==> config.mk <==
export PLATFORM = sky130hd
export DESIGN_NAME = audio_dac_serializer
export DESIGN_NICKNAME = d
export VERILOG_FILES = /design/src/rtl/audio_dac_serializer_pkg.sv /design/src/rtl/audio_sample_fifo.sv /design/src/rtl/audio_dac_serializer.sv
export SDC_FILE = /design/constraint.sdc
export NUM_CORES = 1
export LEC_CHECK = 0
export BUFFER_PORTS_ARGS = -buffer_cell sky130_fd_sc_hd__clkbuf_2
export CORE_UTILIZATION = 45
export DETAILED_ROUTE_END_ITERATION = 6
export SYNTH_ARGS = -nofsm -noshare
export SYNTH_HDL_FRONTEND = slang
export SYNTH_SLANG_ARGS = --single-unit
==> constraint.sdc <==
create_clock -name CLK_18_4 -period 3.07 [get_ports CLK_18_4]
set_clock_uncertainty 0.1 [all_clocks]
set_input_delay 0.1535 -clock CLK_18_4 [delete_from_list [all_inputs] [get_ports CLK_18_4]]
set_output_delay 0.1535 -clock CLK_18_4 [all_outputs]
set_load 0.01 [all_outputs]
==> src/rtl/audio_dac_serializer_pkg.sv <==
// rtl/audio_dac_serializer_pkg.sv - shared audio parameters and helpers
package audio_dac_serializer_pkg;

    localparam int AUD_DATA_WIDTH  = 16;
    localparam int AUD_FIFO_DEPTH  = 4;
    localparam int AUD_REF_CLK     = 18_432_000;
    localparam int AUD_SAMPLE_RATE = 48_000;

    typedef logic [7:0] ur_count_t;

    function automatic ur_count_t sat_inc(input ur_count_t v);
        return (v == 8'hFF) ? v : v + 8'd1;
    endfunction

endpackage

==> src/rtl/audio_sample_fifo.sv <==
// rtl/audio_sample_fifo.sv - stereo frame buffer with registered ready and level
module audio_sample_fifo #(
    parameter int WIDTH = 32,
    parameter int DEPTH = 4
) (
    input  logic                     CLK_18_4,
    input  logic                     RST,
    input  logic [WIDTH-1:0]         s_tdata,
    input  logic                     s_tvalid,
    output logic                     s_tready,
    output logic [WIDTH-1:0]         m_tdata,
    output logic                     m_tvalid,
    input  logic                     m_tready,
    output logic [$clog2(DEPTH):0]   level
);

    localparam int AW = $clog2(DEPTH);
    localparam int LW = AW + 1;

    logic [WIDTH-1:0] mem [DEPTH];
    logic [AW-1:0]    wr_ptr;
    logic [AW-1:0]    rd_ptr;
    logic [LW-1:0]    level_next;
    logic             push;
    logic             pop;

    assign push     = s_tvalid & s_tready;
    assign pop      = m_tready & m_tvalid;
    assign m_tvalid = (level != '0);
    assign m_tdata  = mem[rd_ptr];

    always_comb begin
        level_next = level;
        if (push && !pop)
            level_next = level + 1'b1;
        else if (pop && !push)
            level_next = level - 1'b1;
    end

    // Ready is registered from the next level so it never depends on s_tvalid.
    always_ff @(posedge CLK_18_4 or negedge RST) begin
        if (!RST) begin
            wr_ptr   <= '0;
            rd_ptr   <= '0;
            level    <= '0;
            s_tready <= 1'b0;
        end else begin
            if (push)
                wr_ptr <= wr_ptr + 1'b1;
            if (pop)
                rd_ptr <= rd_ptr + 1'b1;
            level    <= level_next;
            s_tready <= (level_next < LW'(DEPTH));
        end
    end

    always_ff @(posedge CLK_18_4) begin
        if (push)
            mem[wr_ptr] <= s_tdata;
    end

endmodule

==> src/rtl/audio_dac_serializer.sv <==
// rtl/audio_dac_serializer.sv - left-justified stereo DAC serializer with frame FIFO
module audio_dac_serializer
    import audio_dac_serializer_pkg::*;
#(
    parameter int DATA_WIDTH = AUD_DATA_WIDTH,
    parameter int FIFO_DEPTH = AUD_FIFO_DEPTH
) (
    input  logic                          CLK_18_4,
    input  logic                          RST,
    input  logic                          AUD_BCK,
    input  logic                          AUD_LRCK,
    input  logic [DATA_WIDTH-1:0]         IN_L,
    input  logic [DATA_WIDTH-1:0]         IN_R,
    input  logic                          IN_VALID,
    output logic                          IN_READY,
    output logic                          AUD_DACDAT,
    output logic                          UNDERRUN,
    output ur_count_t                     UNDERRUN_CNT,
    output logic [$clog2(FIFO_DEPTH):0]   FIFO_LEVEL
);

    localparam int CW = $clog2(DATA_WIDTH);

    logic                    bck_q, bck_q2, lrck_q, lrck_q2, primed;
    logic                    bck_fall, lrck_rise, lrck_fall;
    logic [2*DATA_WIDTH-1:0] frame;
    logic                    frame_avail;
    logic [DATA_WIDTH-1:0]   shift_reg;
    logic [DATA_WIDTH-1:0]   right_hold;
    logic [CW-1:0]           bit_cnt;

    assign bck_fall   = bck_q2 & ~bck_q;
    assign lrck_rise  = lrck_q & ~lrck_q2;
    assign lrck_fall  = lrck_q2 & ~lrck_q;
    assign AUD_DACDAT = shift_reg[DATA_WIDTH-1];

    audio_sample_fifo #(
        .WIDTH (2 * DATA_WIDTH),
        .DEPTH (FIFO_DEPTH)
    ) u_fifo (
        .CLK_18_4 (CLK_18_4),
        .RST      (RST),
        .s_tdata  ({IN_L, IN_R}),
        .s_tvalid (IN_VALID),
        .s_tready (IN_READY),
        .m_tdata  (frame),
        .m_tvalid (frame_avail),
        .m_tready (lrck_rise),
        .level    (FIFO_LEVEL)
    );

    // First cycle after reset seeds both stages so a high LRCK is not seen as a frame start.
    always_ff @(posedge CLK_18_4 or negedge RST) begin
        if (!RST) begin
            bck_q   <= 1'b0;
            bck_q2  <= 1'b0;
            lrck_q  <= 1'b0;
            lrck_q2 <= 1'b0;
            primed  <= 1'b0;
        end else begin
            primed  <= 1'b1;
            bck_q   <= AUD_BCK;
            lrck_q  <= AUD_LRCK;
            bck_q2  <= primed ? bck_q  : AUD_BCK;
            lrck_q2 <= primed ? lrck_q : AUD_LRCK;
        end
    end

    always_ff @(posedge CLK_18_4 or negedge RST) begin
        if (!RST) begin
            shift_reg    <= '0;
            right_hold   <= '0;
            bit_cnt      <= '0;
            UNDERRUN     <= 1'b0;
            UNDERRUN_CNT <= '0;
        end else begin
            UNDERRUN <= 1'b0;
            if (lrck_rise) begin
                bit_cnt <= '0;
                if (frame_avail) begin
                    shift_reg  <= frame[2*DATA_WIDTH-1:DATA_WIDTH];
                    right_hold <= frame[DATA_WIDTH-1:0];
                end else begin
                    shift_reg    <= '0;
                    right_hold   <= '0;
                    UNDERRUN     <= 1'b1;
                    UNDERRUN_CNT <= sat_inc(UNDERRUN_CNT);
                end
            end else if (lrck_fall) begin
                shift_reg <= right_hold;
                bit_cnt   <= '0;
            end else if (bck_fall) begin
                if (bit_cnt == CW'(DATA_WIDTH - 1)) begin
                    shift_reg <= '0;
                end else begin
                    shift_reg <= {shift_reg[DATA_WIDTH-2:0], 1'b0};
                    bit_cnt   <= bit_cnt + 1'b1;
                end
            end
        end
    end

endmodule

; Yosys cells after proc, flatten, opt, wreduce, memory -nomap -nowiden
; Memories as Yosys holds them, arrays and structs flattened.
; Index checks and enable logic that the tools add are counted.
[word_totals]
regBits = 58
mem_bits_rw = 128
inputBits = 37
out_inout_bits = 14
word_cells = 61
memories = 1
[op_classes]
n_addsub = 6
magnitude_cmp = 1
n_eq_ne = 3
muxes = 18
bitwise_logic = 10
reduce_logical = 8
[mem_list]
columns = memory, words, width, read_ports, rd_clocked_by_memory_dff, wr, line
row1 = u_fifo.mem, 4, 32, 1, 0, 1, audio_sample_fifo.sv:20  ; logic [WIDTH-1:0] mem [DEPTH];
[ops]
columns = operator, count
row1 = $mux 16, 6
row2 = $mux 4, 4
row3 = $add 8x1->8 const B, 1
row4 = $eq 8x8->1 const B, 1
row5 = $mux 1, 6
row6 = $mux 3, 2
row7 = $reduce_bool 3->1, 2
row8 = $and 1x1->1, 5
row9 = $not 1->1, 5
row10 = $add 2x1->2 const B, 2
row11 = $add 4x1->4 const B, 1
row12 = $eq 4x4->1 const B, 1
row13 = $add 3x1->3 const B, 1
row14 = $lt 3x3->1 const B, 1
row15 = $ne 3x2->1 const B, 1
row16 = $reduce_and 3->1, 1
row17 = $sub 3x1->3 const B, 1
row18 = $logic_and 1x1->1, 2
row19 = $logic_not 1->1, 2
row20 = $reduce_and 2->1, 1

; Logic depth before layout (Yosys ltp)
; Gate-level depths: netlist (run 1).
[logic_depth]
depth_word = 7
mapped_depth = 10
mapped_depth_nobuf = 9

; Modules after synthesis
; A second synthesis (run 1) with hierarchy kept.
[hier_totals]
cells_unflattened = 442
area_unflattened_um2 = 7500.9
[by_module_without_submodules]
columns = mod, instances, cells_each, area_each_um2, seq_area_each_um2
row1 = audio_sample_fifo, 1, 221, 5187.5, 4043.9
row2 = audio_dac_serializer, 1, 221, 2313.5, 1251.2

; Worst setup path after synthesis (run 1)
; OpenSTA, ideal clock, no wires.
[synth_timing]
kind = register -> register
start = register u_fifo.level[0]
end = register (tool-made name)
setup_ns = 0.121
t_arrival_ns = 1.920
required_ns = 2.849
slack_ns = 0.929
stages_incl_launch_ff = 10
n_path_buf = 1
synth_period_minus_slack_ns = 2.141
cell_sequence = dfrtp_1 > inv_1 > ha_1 > nand2b_1 > nand2_1 > inv_1 > clkbuf_1 > ha_1 > a221o_1 > a22o_1
[synth_lines]
columns = item, line
row1 = start: declaration, audio_sample_fifo.sv:14  ; output logic [$clog2(DEPTH):0] level
row2 = start signal: assignment, audio_sample_fifo.sv:52  ; level <= level_next;

; Final worst setup path (run 1)
[layout_timing]
start = register lrck_q
end = register bit_cnt[0]
[layout_via]
elab_chain_cells = 4
word_cells_on_any_way = 8
cone_classes = eq/ne (1) / mux (2) / bitwise (3) / reduce/logical (2)
[layout_rtl]
columns = item, line
row1 = start: declaration, audio_dac_serializer.sv:24  ; logic bck_q, bck_q2, lrck_q, lrck_q2, primed;
row2 = start signal: assignment, audio_dac_serializer.sv:57  ; lrck_q <= 1'b0;
row3 = start signal: assignment, audio_dac_serializer.sv:63  ; lrck_q <= AUD_LRCK;
row4 = $not 1->1, audio_dac_serializer.sv:34  ; assign lrck_fall = lrck_q2 & ~lrck_q;
row5 = $and 1x1->1, audio_dac_serializer.sv:34
row6 = $ne 3x2->1 (no source line) (tied with other cells), -
row7 = $reduce_and 2->1 (no source line) or $mux 4 (tied branches), -
row8 = end signal: assignment, audio_dac_serializer.sv:97  ; bit_cnt <= bit_cnt + 1'b1;
row9 = end: declaration, audio_dac_serializer.sv:30  ; logic [CW-1:0] bit_cnt;
; Several ways; a longest one is shown, not always the timed one.
; A chain may end at the register's enable or synchronous reset.

==> flow_summary.ini, run 1 <==
[route]
drc = 0
viasPerCell = 5.51
drt_iter0_drc = 272
detail-route-antenna-nets = 0
wl_um = 14000
firstDrtPassIters = 4
wl_per_cell_um = 18.8
route.vias.total = 4106

[cts]
cts_root_buf = clkbuf_16
cts_tree = yes
numCtsBuffers = 17
path_clk_slew_ns = 0.07
cts_num_sinks = 186
htree_levels = 4
clk_latency_ns = 0.43
cts-resized-gates = 0
cts_buffer_depth = 2

[synth]
syn_area_um2 = 7450
synth.area.top_cells = edfxtp_1, dfrtp_1, mux4_2, ha_1, a22o_1
synth_most_common_cell = edfxtp_1
synth_top_area_share_pct = 51.6
yosys-top-cells-count = edfxtp_1, dfrtp_1, mux4_2
ys_types = 43
syn_nets = 474
synth_top_area_cell = edfxtp_1
netlist_instances = 424
synth_edf_count = 128
ys.flop_type = edfxtp_1
yosys_warnings = 0
synth_seq_cells = 186
ys_async_sr_fraction_pct = 31.2
synth_area_per_cell_um2 = 17.6
yosysSeqAreaShare_pct = 71.1

[cells_and_area]
drive_gt1_share_pct = 25.1
diodes = 0
largest_reg_flops = 128
syn_to_final_growth_pct = 19.7
nNetsFinal = 566

[floorplanning]
die_y_um = 131
die_w_um = 131
fp-row-count = 46
initial_core_util_pct = 46.6
dieArea_um2 = 17100
coreArea_um2 = 16000
ioPinCount = 51

[worst_setup_path]
end_kind = register
path_class = reg2reg
crit_required_ns = 3.28
rrSetupSlack_ns = 0.58
cp-start-kind = register
r2r_end = bit_cnt[0]
regToRegStartpoint = lrck_q
crit_path_max_fanout = 20
arrival_ns = 2.71
reg2regPathDepth = 5

[timing]
maxSlewViolCount = 0
fmax_ghz = 0.401
hold_viol = 0
grt_setup_unrepaired = false
setup_viol = 0
finalCriticalPeriod_ns = 2.49
fin_crit_sh_pct = 81.2
slew_headroom_pct = 23.2
fin_tns_setup_ns = 0
worstMarginPinSlew_ns = 1.15

[power_and_ir_drop]
power.density_nw_per_um2 = 872
power_frac_clock_pct = 28.5
totalPowerFinal_mw = 7.78
power.internal_mw = 5.50
p_sw_share_pct = 29.3
peakVddDrop_v = 0.000627
leakage_nw = 3.30
switchingPower_mw = 2.28
combPwrFrac_pct = 24.5
p_seq_share_pct = 46.9

[job]
cap_viol_max_count = 0

[global_routing]
antenna_found_initial = 0
grt_use_total_pct = 18.2
grt_pass1_vias = 4090
grt_pass1_wl_um = 22100
grt_start_max_net_pins = 46
overflow = 0

[hold_path]
holdPathEnd = bck_q
min-delay-start = AUD_BCK
hold_depth = 2
holdCritPathClass = in2reg

[status]
status = complete, no violations

[placement]
gp_congestion = 0.768
hpwl_um = 8470
portBuffers = 50
==> per-layer routing <==
| metal | vias up | track usage (%) | routed length (um) |
|---|---|---|---|
| met3 | 11 | 5.09 | 437 |
| li1 | 1877 | - | - |
| met4 | 0 | 6.90 | 197 |
| met2 | 83 | 29.3 | 7120 |
| met5 | - | 0 | 0 |
| met1 | 2135 | 23.5 | 6290 |
==> placed cells by master, fill, tap and decap left out, types with 15 or more instances in the layout <==
cell type,Yosys,routed
edfxtp_1,128,128
dfrtp_1,58,57
clkbuf_2,0,50
dlygate4sd3_1,0,36
mux4_2,32,32
nand2b_1,17,17
a22o_1,17,17
clkbuf_16,0,17
nor3_1,16,16
a32oi_1,15,15
o2bb2ai_1,15,15
==> power groups by stage <==
stage | combinational, mW | sequential (mW) | clock, mW
after CTS | 1.97 | 3.66 | 2.28
after floorplan | 1.38 | 3.58 | 0
after global routing | 2.11 | 3.71 | 2.37
after detailed placement | 1.92 | 3.71 | 0
final | 1.91 | 3.65 | 2.22
after global placement | 1.88 | 3.69 | 0
==> critical path, stage by stage, from the launching register on <==
cell and delay, ns:
dfrtp_1 0.40, inv_1 0.06, ha_1 0.59, or2_1 0.63
o21ai_0 0.27, mux2_2 0.31
==> logic make-up (layout without fill, tap and decap cells) <==
kind of cell             after synthesis  after routing  synth area share (%)
flip-flops                           186            186                  71.1
AND/OR/NAND/NOR                       77             77                  5.64
AO/OA/AOI/OAI                         64             64                  7.17
multiplexers                          39             39                  10.7
buffers and inverters                 37            142                  2.37
adder cells (fa/ha/maj)               13             13                  2.18
XOR/XNOR                               7              7                 0.823
other                                  1              1                0.0503
==> through the flow <==
step           setup WS [ns]  area (um^2)  instances  hold slack [ns]  util [%]
4_1_cts                0.595         8920        745            0.265      55.8
3_3_place_gp           0.686         7950        677            0.181      49.7
3_5_place_dp           0.615         7950        677            0.181      49.7
6_report               0.576         8920        745            0.291      55.8
5_1_grt                0.352         8920        745            0.278      55.8
2_1_floorplan          0.929         7450        424           -0.242         -
==> worst max-delay path by stage <==
stage	cells past startpoint	start	slack, ns	to
6_report	5	lrck_q	0.58	bit_cnt[0]
5_1_grt	5	lrck_q	0.35	bit_cnt[0]
4_1_cts	5	lrck_q	0.59	bit_cnt[0]
3_5_place_dp	5	lrck_q	0.61	bit_cnt[0]
3_3_place_gp	5	lrck_q	0.69	bit_cnt[0]
2_1_floorplan	9	u_fifo.level[0]	0.93	register
==> area by class of cell <==
class / instances / area [um^2]
clock buffer: 17 / 425
sequential: 186 / 5300
tap: 216 / 270
clock inverter: 15 / 183
fill: 1289 / 7080
timing repair buffer: 97 / 718
inverter: 13 / 48.8
multi-input combinational: 201 / 1980
==> what timing repair did <==
action,CTS,global route
hold buffers,36,0
endpoints found under the hold margin,178,0
buffers inserted,0,0
Note: power is estimated with default switching activity, not from simulation.
==> run 2: changes to the inputs <==
==> constraint.sdc (replaced) <==
create_clock -name CLK_18_4 -period 2.4 [get_ports CLK_18_4]
set_clock_uncertainty 0.1 [all_clocks]
set_input_delay 0.12 -clock CLK_18_4 [delete_from_list [all_inputs] [get_ports CLK_18_4]]
set_output_delay 0.12 -clock CLK_18_4 [all_outputs]
set_load 0.01 [all_outputs]
==> run 2 against run 1 <==
Clock power is 22% higher. Worst hold slack worse by 0.11 ns. Sequential share of layout area is 0.11 points lower. Combinational power is 34% higher. Fmax is 21% higher. Count of clock-buffer cells in the layout stayed put. Power is 27% higher. Critical path depth is 2 higher. Sequential power is 26% higher. Sequential cell count stayed put.
==> flow_summary.ini, run 2 (synthesis results as in run 1) <==
[worst_setup_path]
crit_path_max_fanout = 6
end_kind = register
reg2regPathDepth = 7
crit_family = adder cells
regToRegStartpoint = u_fifo.level[0]
path_class = reg2reg
max_stage_delay_ns = 0.42
critical-path-slowest-cell = dfrtp_1
cp-start-kind = register
crit_buf_inv = 1
crit_chain = inv_1 > ha_1 > nand2b_1 > nand2_1 > ha_1 > a221o_1 > a22o_1
crit_required_ns = 2.61
arrival_ns = 2.28
crit_top_cell = ha_1
rrSetupSlack_ns = 0.33
cp-startpoint = u_fifo.level[0]

[cts]
cts_root_buf = clkbuf_16
cts_buffer_depth = 2
htree_levels = 4
clk_latency_ns = 0.42
path_clk_slew_ns = 0.06
cts_tree = yes
numCtsBuffers = 17
cts_num_sinks = 186

[timing]
fin_tns_setup_ns = 0
setup_viol = 0
hold_viol = 0
holdWs_ns = 0.176
fin_crit_sh_pct = 86.2
maxSlewViolCount = 0
grt_setup_unrepaired = false
worstMarginPinSlew_ns = 0.695
fmax_ghz = 0.483
slew_headroom_pct = 53.7
finalCriticalPeriod_ns = 2.07

[cells_and_area]
final_cell_mix = edfxtp_1, dfrtp_1, clkbuf_2
largest_reg_flops = 128
fillers = 1279
syn_to_final_growth_pct = 19.9
final_common_cell = edfxtp_1
nNetsFinal = 569
diodes = 0
post-route-util_pct = 55.9
drive_gt1_share_pct = 25.2

[power_and_ir_drop]
power.density_nw_per_um2 = 1100
leakage_nw = 3.31
peakVddDrop_v = 0.000693

[route]
detail-route-antenna-nets = 0
wl_per_cell_um = 18.9
route.vias.total = 4056
viasPerCell = 5.42
drc = 0
firstDrtPassIters = 4
drt_iter0_drc = 257
wl_um = 14100

[floorplanning]
die_y_um = 131
ioPinCount = 51
fp-row-count = 46
coreArea_um2 = 16000
initial_core_util_pct = 46.6
die_w_um = 131
dieArea_um2 = 17100

[global_routing]
grt_pass1_vias = 4087
grt_pass1_wl_um = 22000
antenna_found_initial = 0
overflow = 0
grt_use_total_pct = 18.0
grt_start_max_net_pins = 35

[placement]
hpwl_um = 8540
gp_congestion = 0.785
portBuffers = 50

[job]
cap_viol_max_count = 0

[status]
status = complete, no violations

[hold_path]
holdCritPathClass = in2async
-- run 2: timing repair --
action,4_1_cts,5_1_grt
buffers inserted,0,0
hold endpoints to repair,158,0
resized for setup,0,0
hold buffers,36,0
-- run 2: routing by layer --
| metal | track usage (%) | up-vias | share of wire, % |
|---|---|---|---|
| li1 | - | 1875 | - |
| met1 | 23.1 | 2087 | 44 |
| met2 | 29.8 | 77 | 51 |
| met3 | 3.54 | 17 | 3.3 |
| met4 | 7.84 | 0 | 2.2 |
| met5 | 0 | - | 0 |
-- run 2: worst max-delay path by stage --
stage	end	slack [ns]	depth (start not counted)
2_1_floorplan	register	0.26	9
3_3_place_gp	register	0.44	7
3_5_place_dp	register	0.35	7
4_1_cts	register	0.34	7
5_1_grt	register	0.20	7
6_report	register	0.33	7
-- run 2: area by class of cell --
| type | instances | area [um^2] | share of cell area, % |
|---|---|---|---|
| clock inverters | 15 | 151 | 1.69 |
| inverters | 13 | 48.8 | 0.546 |
| repair buffers | 100 | 766 | 8.57 |
| multi-input cells | 201 | 1980 | 22.2 |
| flip-flops and latches | 186 | 5300 | 59.3 |
| clock buffers | 17 | 425 | 4.76 |
| well taps | 216 | 270 | 3.02 |
-- run 2: stage by stage --
stage / instances / power (mW) / cell area (um^2) / setup WS [ns]
after global routing: 748 / 10.4 / 8940 / 0.202
after detailed placement: 680 / 7.24 / 8000 / 0.350
after global placement: 680 / 7.15 / 8000 / 0.437
after floorplan: 424 / 6.34 / 7450 / 0.259
final: 748 / 9.87 / 8940 / 0.331
after CTS: 748 / 9.99 / 8940 / 0.340
-- run 2: power breakdown --
| group | internal, mW | switching (mW) |
|---|---|---|
| sequential | 4.25 | 0.349 |
| clock | 1.53 | 1.18 |
| combinational | 1.23 | 1.33 |
| total | 7.01 | 2.85 |
